$ cat src/rtl/commit_trace_buf.sv
// Retirement-trace capture unit for the write-back stage.
// Filters bubbles and stall repeats, counts retired instructions up to a
// programmable limit after an immediate or PC-match trigger, and queues the
// captured entries in a show-ahead FIFO drained over a valid/ready port.
module commit_trace_buf #(
    parameter int          DEPTH       = 16,
    parameter int          MAX_COMMITS = 1200,
    parameter int          CNT_W       = 16,
    parameter logic [31:0] BUBBLE_IR   = 32'hffffffff
) (
    input  logic             clk_in,
    input  logic             reset,
    input  logic             arm,
    input  logic             trig_mode,
    input  logic [31:0]      trig_pc,
    input  logic [31:0]      wb_pc,
    input  logic [31:0]      wb_ir,
    input  logic             wb_stall,
    input  logic             wb_rf_w,
    input  logic [4:0]       wb_rd,
    input  logic [31:0]      wb_wdata,
    output logic             tr_valid,
    input  logic             tr_ready,
    output logic [31:0]      tr_pc,
    output logic [31:0]      tr_ir,
    output logic             tr_rf_w,
    output logic [4:0]       tr_rd,
    output logic [31:0]      tr_wdata,
    output logic [CNT_W-1:0] commit_count,
    output logic [1:0]       state,
    output logic             done,
    output logic             overflow,
    output logic [15:0]      drop_count
);

    localparam int               AW      = $clog2(DEPTH);
    localparam int               EW      = 102;
    localparam logic [CNT_W-1:0] MAX_C   = CNT_W'(MAX_COMMITS);
    localparam logic [CNT_W-1:0] CNT_ONE = CNT_W'(1);
    localparam logic [AW:0]      PTR_ONE = (AW+1)'(1);

    typedef enum logic [1:0] {
        ST_IDLE    = 2'd0,
        ST_ARMED   = 2'd1,
        ST_CAPTURE = 2'd2,
        ST_DONE    = 2'd3
    } state_t;

    state_t           state_reg;
    logic [CNT_W-1:0] count_reg;
    logic             done_reg;
    logic             overflow_reg;
    logic [15:0]      drop_reg;
    logic [AW:0]      wr_ptr_reg;
    logic [AW:0]      rd_ptr_reg;
    logic [EW-1:0]    mem [DEPTH];
    logic [EW-1:0]    head_reg;

    logic             candidate;
    logic             trigger;
    logic             capture;
    logic             arm_ok;
    logic             empty;
    logic             full;
    logic             pop;
    logic             push;
    logic             drop;
    logic             last_commit;
    logic             bypass;
    logic             head_load;
    logic [CNT_W-1:0] count_next;
    logic [AW:0]      wr_ptr_next;
    logic [AW:0]      rd_ptr_next;
    logic [EW-1:0]    entry;

    // Capture qualification, FIFO handshake and next-pointer computation
    always_comb begin
        entry     = {wb_pc, wb_ir, wb_rf_w, wb_rd, wb_wdata};
        candidate = !wb_stall && (wb_ir != BUBBLE_IR);
        trigger   = candidate && (!trig_mode || (wb_pc == trig_pc));
        arm_ok    = arm && ((state_reg == ST_IDLE) || (state_reg == ST_DONE));
        capture   = 1'b0;
        case (state_reg)
            ST_ARMED:   capture = trigger;
            ST_CAPTURE: capture = candidate;
            default:    capture = 1'b0;
        endcase
        // The triggering instruction always starts the run at one.
        count_next  = (state_reg == ST_ARMED) ? CNT_ONE : (count_reg + CNT_ONE);
        last_commit = (count_next == MAX_C);

        empty = (wr_ptr_reg == rd_ptr_reg);
        full  = (wr_ptr_reg[AW] != rd_ptr_reg[AW]) &&
                (wr_ptr_reg[AW-1:0] == rd_ptr_reg[AW-1:0]);
        pop   = !empty && tr_ready;
        // A pop frees the slot at the same edge, so full+pop still accepts.
        push  = capture && (!full || pop);
        drop  = capture && full && !pop;

        rd_ptr_next = pop  ? (rd_ptr_reg + PTR_ONE) : rd_ptr_reg;
        wr_ptr_next = push ? (wr_ptr_reg + PTR_ONE) : wr_ptr_reg;
        // New head is the slot being written this edge: forward it directly.
        bypass    = push && (rd_ptr_next == wr_ptr_reg);
        // Only reload the head when something remains; otherwise hold the
        // last popped entry on the outputs.
        head_load = (rd_ptr_next != wr_ptr_next);
    end

    // Run-control FSM with commit counter, drop statistics and FIFO pointers
    always_ff @(posedge clk_in) begin
        if (reset) begin
            state_reg    <= ST_IDLE;
            count_reg    <= '0;
            done_reg     <= 1'b0;
            overflow_reg <= 1'b0;
            drop_reg     <= '0;
            wr_ptr_reg   <= '0;
            rd_ptr_reg   <= '0;
        end else if (arm_ok) begin
            state_reg    <= ST_ARMED;
            count_reg    <= '0;
            done_reg     <= 1'b0;
            overflow_reg <= 1'b0;
            drop_reg     <= '0;
            wr_ptr_reg   <= '0;
            rd_ptr_reg   <= '0;
        end else begin
            wr_ptr_reg <= wr_ptr_next;
            rd_ptr_reg <= rd_ptr_next;
            if (drop) begin
                overflow_reg <= 1'b1;
                if (drop_reg != 16'hffff) begin
                    drop_reg <= drop_reg + 16'd1;
                end
            end
            if (capture) begin
                count_reg <= count_next;
                if (last_commit) begin
                    state_reg <= ST_DONE;
                    done_reg  <= 1'b1;
                end else if (state_reg == ST_ARMED) begin
                    state_reg <= ST_CAPTURE;
                end
            end
        end
    end

    // Entry storage; no reset so it maps onto RAM
    always_ff @(posedge clk_in) begin
        if (push) begin
            mem[wr_ptr_reg[AW-1:0]] <= entry;
        end
    end

    // Show-ahead head register: registered read at the post-pop address
    always_ff @(posedge clk_in) begin
        if (reset) begin
            head_reg <= '0;
        end else if (!arm_ok && head_load) begin
            head_reg <= bypass ? entry : mem[rd_ptr_next[AW-1:0]];
        end
    end

    assign tr_valid     = !empty;
    assign tr_pc        = head_reg[101:70];
    assign tr_ir        = head_reg[69:38];
    assign tr_rf_w      = head_reg[37];
    assign tr_rd        = head_reg[36:32];
    assign tr_wdata     = head_reg[31:0];
    assign commit_count = count_reg;
    assign state        = state_reg;
    assign done         = done_reg;
    assign overflow     = overflow_reg;
    assign drop_count   = drop_reg;

endmodule

$ cat config.mk
export PLATFORM = sky130hd
export DESIGN_NAME = commit_trace_buf
export DESIGN_NICKNAME = d
export VERILOG_FILES = /design/src/rtl/commit_trace_buf.sv
export SDC_FILE = /design/constraint.sdc
export NUM_CORES = 2
export LEC_CHECK = 0
export BUFFER_PORTS_ARGS = -buffer_cell sky130_fd_sc_hd__buf_2
export CORE_ASPECT_RATIO = 1.75
export CORE_MARGIN = 3
export CORE_UTILIZATION = 54
export CTS_BUF_LIST = sky130_fd_sc_hd__clkbuf_4 sky130_fd_sc_hd__clkbuf_8
export CTS_CLUSTER_DIAMETER = 40
export DETAILED_ROUTE_END_ITERATION = 16
export PLACE_DENSITY_LB_ADDON = 0.15
export SETUP_SLACK_MARGIN = 0.4
export SYNTH_ARGS = -nofsm -noshare
export SYNTH_HDL_FRONTEND = slang
export SYNTH_SLANG_ARGS = --single-unit
$ cat constraint.sdc
create_clock -name clk_in -period 26 [get_ports clk_in]
set_clock_uncertainty 0.15 [all_clocks]
set_input_delay 1.3 -clock clk_in [delete_from_list [all_inputs] [get_ports clk_in]]
set_output_delay 1.3 -clock clk_in [all_outputs]
set_load 0.02 [all_outputs]
; ---- Word-level counts from Yosys, hierarchy flattened
; Memories as Yosys holds them, arrays and structs flattened.
; Cells that the tools add are included.
[classes]
eq_ne = 12
reduce_logical = 28
n_lt_le_gt_ge = 0
n_addsub = 4
shift = 0
n_mul = 0
n_bitwise = 0
n_mux = 11
n_div = 0
[ops]
columns = cell, count
row1 = $mux W102, 1
row2 = $add A16 B1 Y16 const B, 2
row3 = $eq A32 B32 Y1, 1
row4 = $ne A32 B32 Y1 const B, 1
row5 = $eq A16 B11 Y1 const B, 1
row6 = $mux W16, 1
row7 = $ne A16 B16 Y1 const B, 1
row8 = $add A5 B1 Y5 const B, 2
row9 = $eq A5 B5 Y1, 2
row10 = $logic_and A1 B1 Y1, 10
row11 = $mux W5, 2
row12 = $reduce_and A2 Y1, 4
row13 = $logic_not A1 Y1, 6
row14 = $ne A5 B5 Y1, 1
row15 = $eq A2 B2 Y1 const B, 2
row16 = $eq A4 B4 Y1, 1
row17 = $mux W1, 4
row18 = $mux W2, 2
row19 = $reduce_bool A2 Y1, 2
row20 = $logic_or A1 B1 Y1, 3
row21 = $reduce_bool A3 Y1, 1
row22 = $eq A2 B1 Y1 const B, 1
row23 = $logic_not A2 Y1, 1
row24 = $pmux W1 S2, 1
row25 = other kinds (2), 2
[totals]
elab_cells = 65
mem_bits_rw = 1632
reg_bits = 148
mem_bits_ro = 0
mem_count = 1
latchBits = 0
in_bits = 140
[memory_table]
columns = name, depth, width, read_ports, rd_clocked_by_memory_dff, wr, line
row1 = mem, 16, 102, 1, 0, 1, 56  ; logic [EW-1:0] mem [DEPTH];

; ---- Logic depth before layout (Yosys ltp)
[logic_depth]
word_depth = 8
mapped_depth = 14

; ---- Least setup slack after synthesis
; Ideal clock, no wire load.
[synth_path]
path_kind = input port to flip-flop
startpoint = input trig_pc[15]
endpoint = memory mem[3][0], enable pin
stages = 8
slack_ns = 15.800
path_buffers = 1
arrival_ns = 9.362
required_ns = 25.162
path_cell_list = xor2_1 > nor4_1 > nand4_1 > nor2_1 > a41o_1 > buf_2 > nand2_1 > nor3_1
[synth_between]
elab_chain_len = 7
[synth_lines]
columns = item, line
row1 = "start, declared", 15  ; input logic [31:0] trig_pc,
row2 = $eq A32 B32 Y1, 80  ; trigger = candidate && (!trig_mode || (wb_pc == trig_pc));
row3 = $logic_or A1 B1 Y1, 80
row4 = $logic_and A1 B1 Y1, 80
row5 = $pmux W1 S2, 83  ; case (state_reg)
row6 = $logic_and A1 B1 Y1, 97  ; push = capture && (!full || pop);
row7 = $mux W1, 150  ; if (push) begin
row8 = $mux W1 (implied by the code), 151  ; mem[wr_ptr_reg[AW-1:0]] <= entry;
row9 = "end, declared", 56
; No other way between the ends.

; ---- Final worst setup path
[layout_path]
startpoint = input wb_pc[15]
endpoint = register head_reg[11]
[layout_between]
elab_chain_len = 8
elab_cells_between_ends = 10
cone_classes = 2 x eq/ne / 3 x mux / 5 x reduce/logical
[layout_lines]
columns = item, line
row1 = "start, declared", 16  ; input logic [31:0] wb_pc,
row2 = $eq A32 B32 Y1 *, 80
row3 = $logic_or A1 B1 Y1 *, 80
row4 = $logic_and A1 B1 Y1 *, 80
row5 = $pmux W1 S2 *, 83
row6 = $logic_and A1 B1 Y1 *, 97
row7 = $mux W5, 101  ; wr_ptr_next = push ? (wr_ptr_reg + PTR_ONE) : wr_ptr_reg;
row8 = $ne A5 B5 Y1, 106  ; head_load = (rd_ptr_next != wr_ptr_next);
row9 = $logic_and A1 B1 Y1, 159  ; end else if (!arm_ok && head_load) begin
row10 = "end signal, assigned", 160  ; head_reg <= bypass ? entry : mem[rd_ptr_next[AW-1:0]];
row11 = "end, declared", 57  ; logic [EW-1:0] head_reg;
; Every way passes the cells marked *; elsewhere a longest branch is shown, timed or not.
; A chain may end at the register's enable or synchronous reset.

==> results.toml <==
[route]
via_per_inst = 6.15
drt-initial-drc-count = 3488
drt-total-wl_mm = 181
drt_drc_violations_left = 0
routedWlPerCell_um = 25.5
drt-pass1-iter-count = 6
via_count = 43800
ant_nets = 0

[worst_setup_path]
worstPathArrival_ns = 7.22
critical_path.top_delay_family = "simple AND/OR/NAND/NOR gates"
critical_path.slowest_cell = "sky130_fd_sc_hd__nor3_4"
path_cells = "buf_2, xor2_1, nor4_2, buf_4, nand4_1, nor2_1, o221ai_1, buf_4, nor3_4, buf_4, buf_4, nand2_1, o311a_1, nor3_1"
critPathCaptureType = "register"
path_buf_inv = 5
crit_path_max_incr_delay_ns = 0.99
setup.worst_path.start_class = "primary input"
timing_worst_setup_path_type = "in -> reg"
cp_required_ns = 26.69
cp_max_fo = 66
worst_path_most_repeated_cell = "sky130_fd_sc_hd__buf_4"

[timing]
final_period_minus_worst_setup_slack_ns = 6.53
timing.final.setup_violations = 0
setup_repair_after_global_routing_missed_its_margin = "false"
final.hold.worst_slack_ns = 0.324
normalized_max_slew_margin = 0.190
layout_worst_path_cycle_share = 0.251
worstMarginPinSlew_ns = 1.21
finalHoldViolations = 0
report.final.slew_viol_count = 0
setup-tns-final_ns = 0
fmax_ghz = 0.153

[synthesis]
synthesis_stage_register_bit_count = 1780
yosys.area.top_type_share = 0.701
synth_enable_flop_cells = 1632
synthTopCellsByArea = "sky130_fd_sc_hd__edfxtp_1, sky130_fd_sc_hd__nand2_1, sky130_fd_sc_hd__a32oi_1"
synthesized_area_per_cell_um2 = 14.1
yosys_warnings = 0
synthDominantAreaCellType = "sky130_fd_sc_hd__edfxtp_1"
synth.cell_area_um2 = 69900
postSynth.asyncResetShare = 0
synth.lib_cells_used.distinct = 57
ys_dominant_reg_cell = "sky130_fd_sc_hd__edfxtp_1"
syn_nets = 5120
synthesis.instances = 4971
ys_seq_area_frac = 0.743

[clocking]
cts.root.buffer_cell = "sky130_fd_sc_hd__clkbuf_8"
insertion_delay_ns = 0.94
ctsHoldBuffers = 0
cts_max_path_buffers = 3
cts_buffers = 238
cells_resized_by_post_cts_repair = 0
clk_transition_reported_paths_ns = 0.07
clkSinkCount = 1780
cts_htree_levels = 4
postCtsSetupRepairBufs = 0
tritoncts = "done"

[layout]
layout_common_cells = "sky130_fd_sc_hd__edfxtp_1, sky130_fd_sc_hd__nand2_1, sky130_fd_sc_hd__a32oi_1, sky130_fd_sc_hd__buf_2, sky130_fd_sc_hd__clkbuf_8"
drive_gt1_frac = 0.161
instances_no_fill = 7116
nFillCells = 9895
commonest_non_fill_non_tap_cell_in_the_layout = "sky130_fd_sc_hd__edfxtp_1"
largest_register_ff_count = 1632
final_net_count = 5368
sequential_cell_area_um2 = 52000
fin_area_um2 = 78000
multiInputGateArea_um2 = 16600
areaGrowthSynthToFinish_pct = 11.5
postLayoutCoreUtil = 0.607

[min_path]
worstHoldPathType = "reg -> reg"

[floorplan]
placeableCoreArea_um2 = 128000
floorplan.die_area_um2 = 134000
placement_rows = 174
die-height_um = 482
die_w_um = 278
ioPinCount = 279
start_util = 0.544

[grt]
antenna_found_initial = 19
globalRouteOverflowTotal = 0
grt_usage = 0.268
grt_pass1_vias = 43600
grt_first_pass_wirelength_mm = 269
grt_max_degree = 173

[power_and_ir_drop]
ir_drop_worst_case_vdd_mv = 0.0562
leakagePower_nw = 26.5
p_per_area_nw_per_um2 = 70.2

[placement]
gp_congestion = 0.789
placedInstanceArea_um2 = 72800
detailedPlacementHpwl_mm = 97.0
io_buffer_count = 278
placed_cells = 6651

[flow_run]
drv_cap = 0

[outcome]
status = "complete, no violations"
[worst register-to-register path: stages, from the launching register on]
cell and delay (ns):
sky130_fd_sc_hd__dfxtp_1 0.77, sky130_fd_sc_hd__xnor2_1 0.19, sky130_fd_sc_hd__and4_4 0.22, sky130_fd_sc_hd__a21oi_2 0.29, sky130_fd_sc_hd__xor2_4 0.21, sky130_fd_sc_hd__buf_4 0.65
sky130_fd_sc_hd__buf_4 0.85, sky130_fd_sc_hd__buf_4 0.72, sky130_fd_sc_hd__buf_4 0.72, sky130_fd_sc_hd__a21oi_1 0.20, sky130_fd_sc_hd__a32oi_1 0.25, sky130_fd_sc_hd__o22ai_1 0.11
sky130_fd_sc_hd__o311a_1 0.36, sky130_fd_sc_hd__nor3_2 0.14
[report_power, final]
group,total [mW],switching [mW],internal (mW)
Combinational,0.130,0.0996,0.0303
Sequential,3.13,0.00457,3.13
Clock,2.22,1.02,1.19
[synth_stat cells, drive strengths merged, types with 9 or more instances]
| cell | instances |
|---|---|
| inv | 14 |
| or3 | 9 |
| nand3 | 21 |
| buf | 111 |
| edfxtp | 1632 |
| xor2 | 47 |
| and3 | 12 |
| o311a | 102 |
| o22ai | 106 |
| clkbuf | 241 |
| nor3 | 115 |
| mux2i | 205 |
| nand2 | 1259 |
| nor4 | 14 |
| o21ai | 20 |
| xnor2 | 24 |
| nor2 | 175 |
| nand4 | 16 |
| a21oi | 234 |
| a31oi | 11 |
| dfxtp | 148 |
| a32oi | 406 |
| ha | 9 |
[path summary, 6_finish.rpt]
path,from,end,slack [ns],depth (start not counted)
setup / recovery,wb_pc[15],head_reg[11],19.47,14
hold / removal,overflow,overflow,0.32,2
setup reg to reg,rd_ptr_reg[3],head_reg[34],20.10,13
hold reg to reg,overflow,overflow,0.32,2
[logic make-up after synthesis]
| group | share of synthesized area |
|---|---|
| mux | 0.0295 |
| xor+xnor | 0.00932 |
| simple gates | 0.0983 |
| flops | 0.743 |
| fa+ha+maj | 0.00161 |
| compound gates | 0.0960 |
| buf+inv | 0.0220 |
[final cells by class]
class / instances / area share
sequential: 1780 / 0.666
multi-input combinational: 2825 / 0.213
clock buffer: 360 / 0.0559
tap: 1672 / 0.0268
timing repair buffer: 360 / 0.0265
clock inverter: 93 / 0.0100
inverter: 14 / 0.000738
antenna: 12 / 0.000385
[per-layer routing]
layer / global-route usage / share of wire
met3: 0.0497 / 0.064
met5: 0 / 0.00057
met4: 0.109 / 0.035
met2: 0.478 / 0.52
met1: 0.321 / 0.38
[metrics by stage]
step | setup WS, ns | total power [mW]
after global placement | 18.10 | 3.32
after global routing | 19.30 | 5.65
final | 19.47 | 5.48
after CTS | 19.45 | 5.52
after floorplan | 15.80 | 3.25
after detailed placement | 18.44 | 3.32
Power figures use the tool's default switching activity.
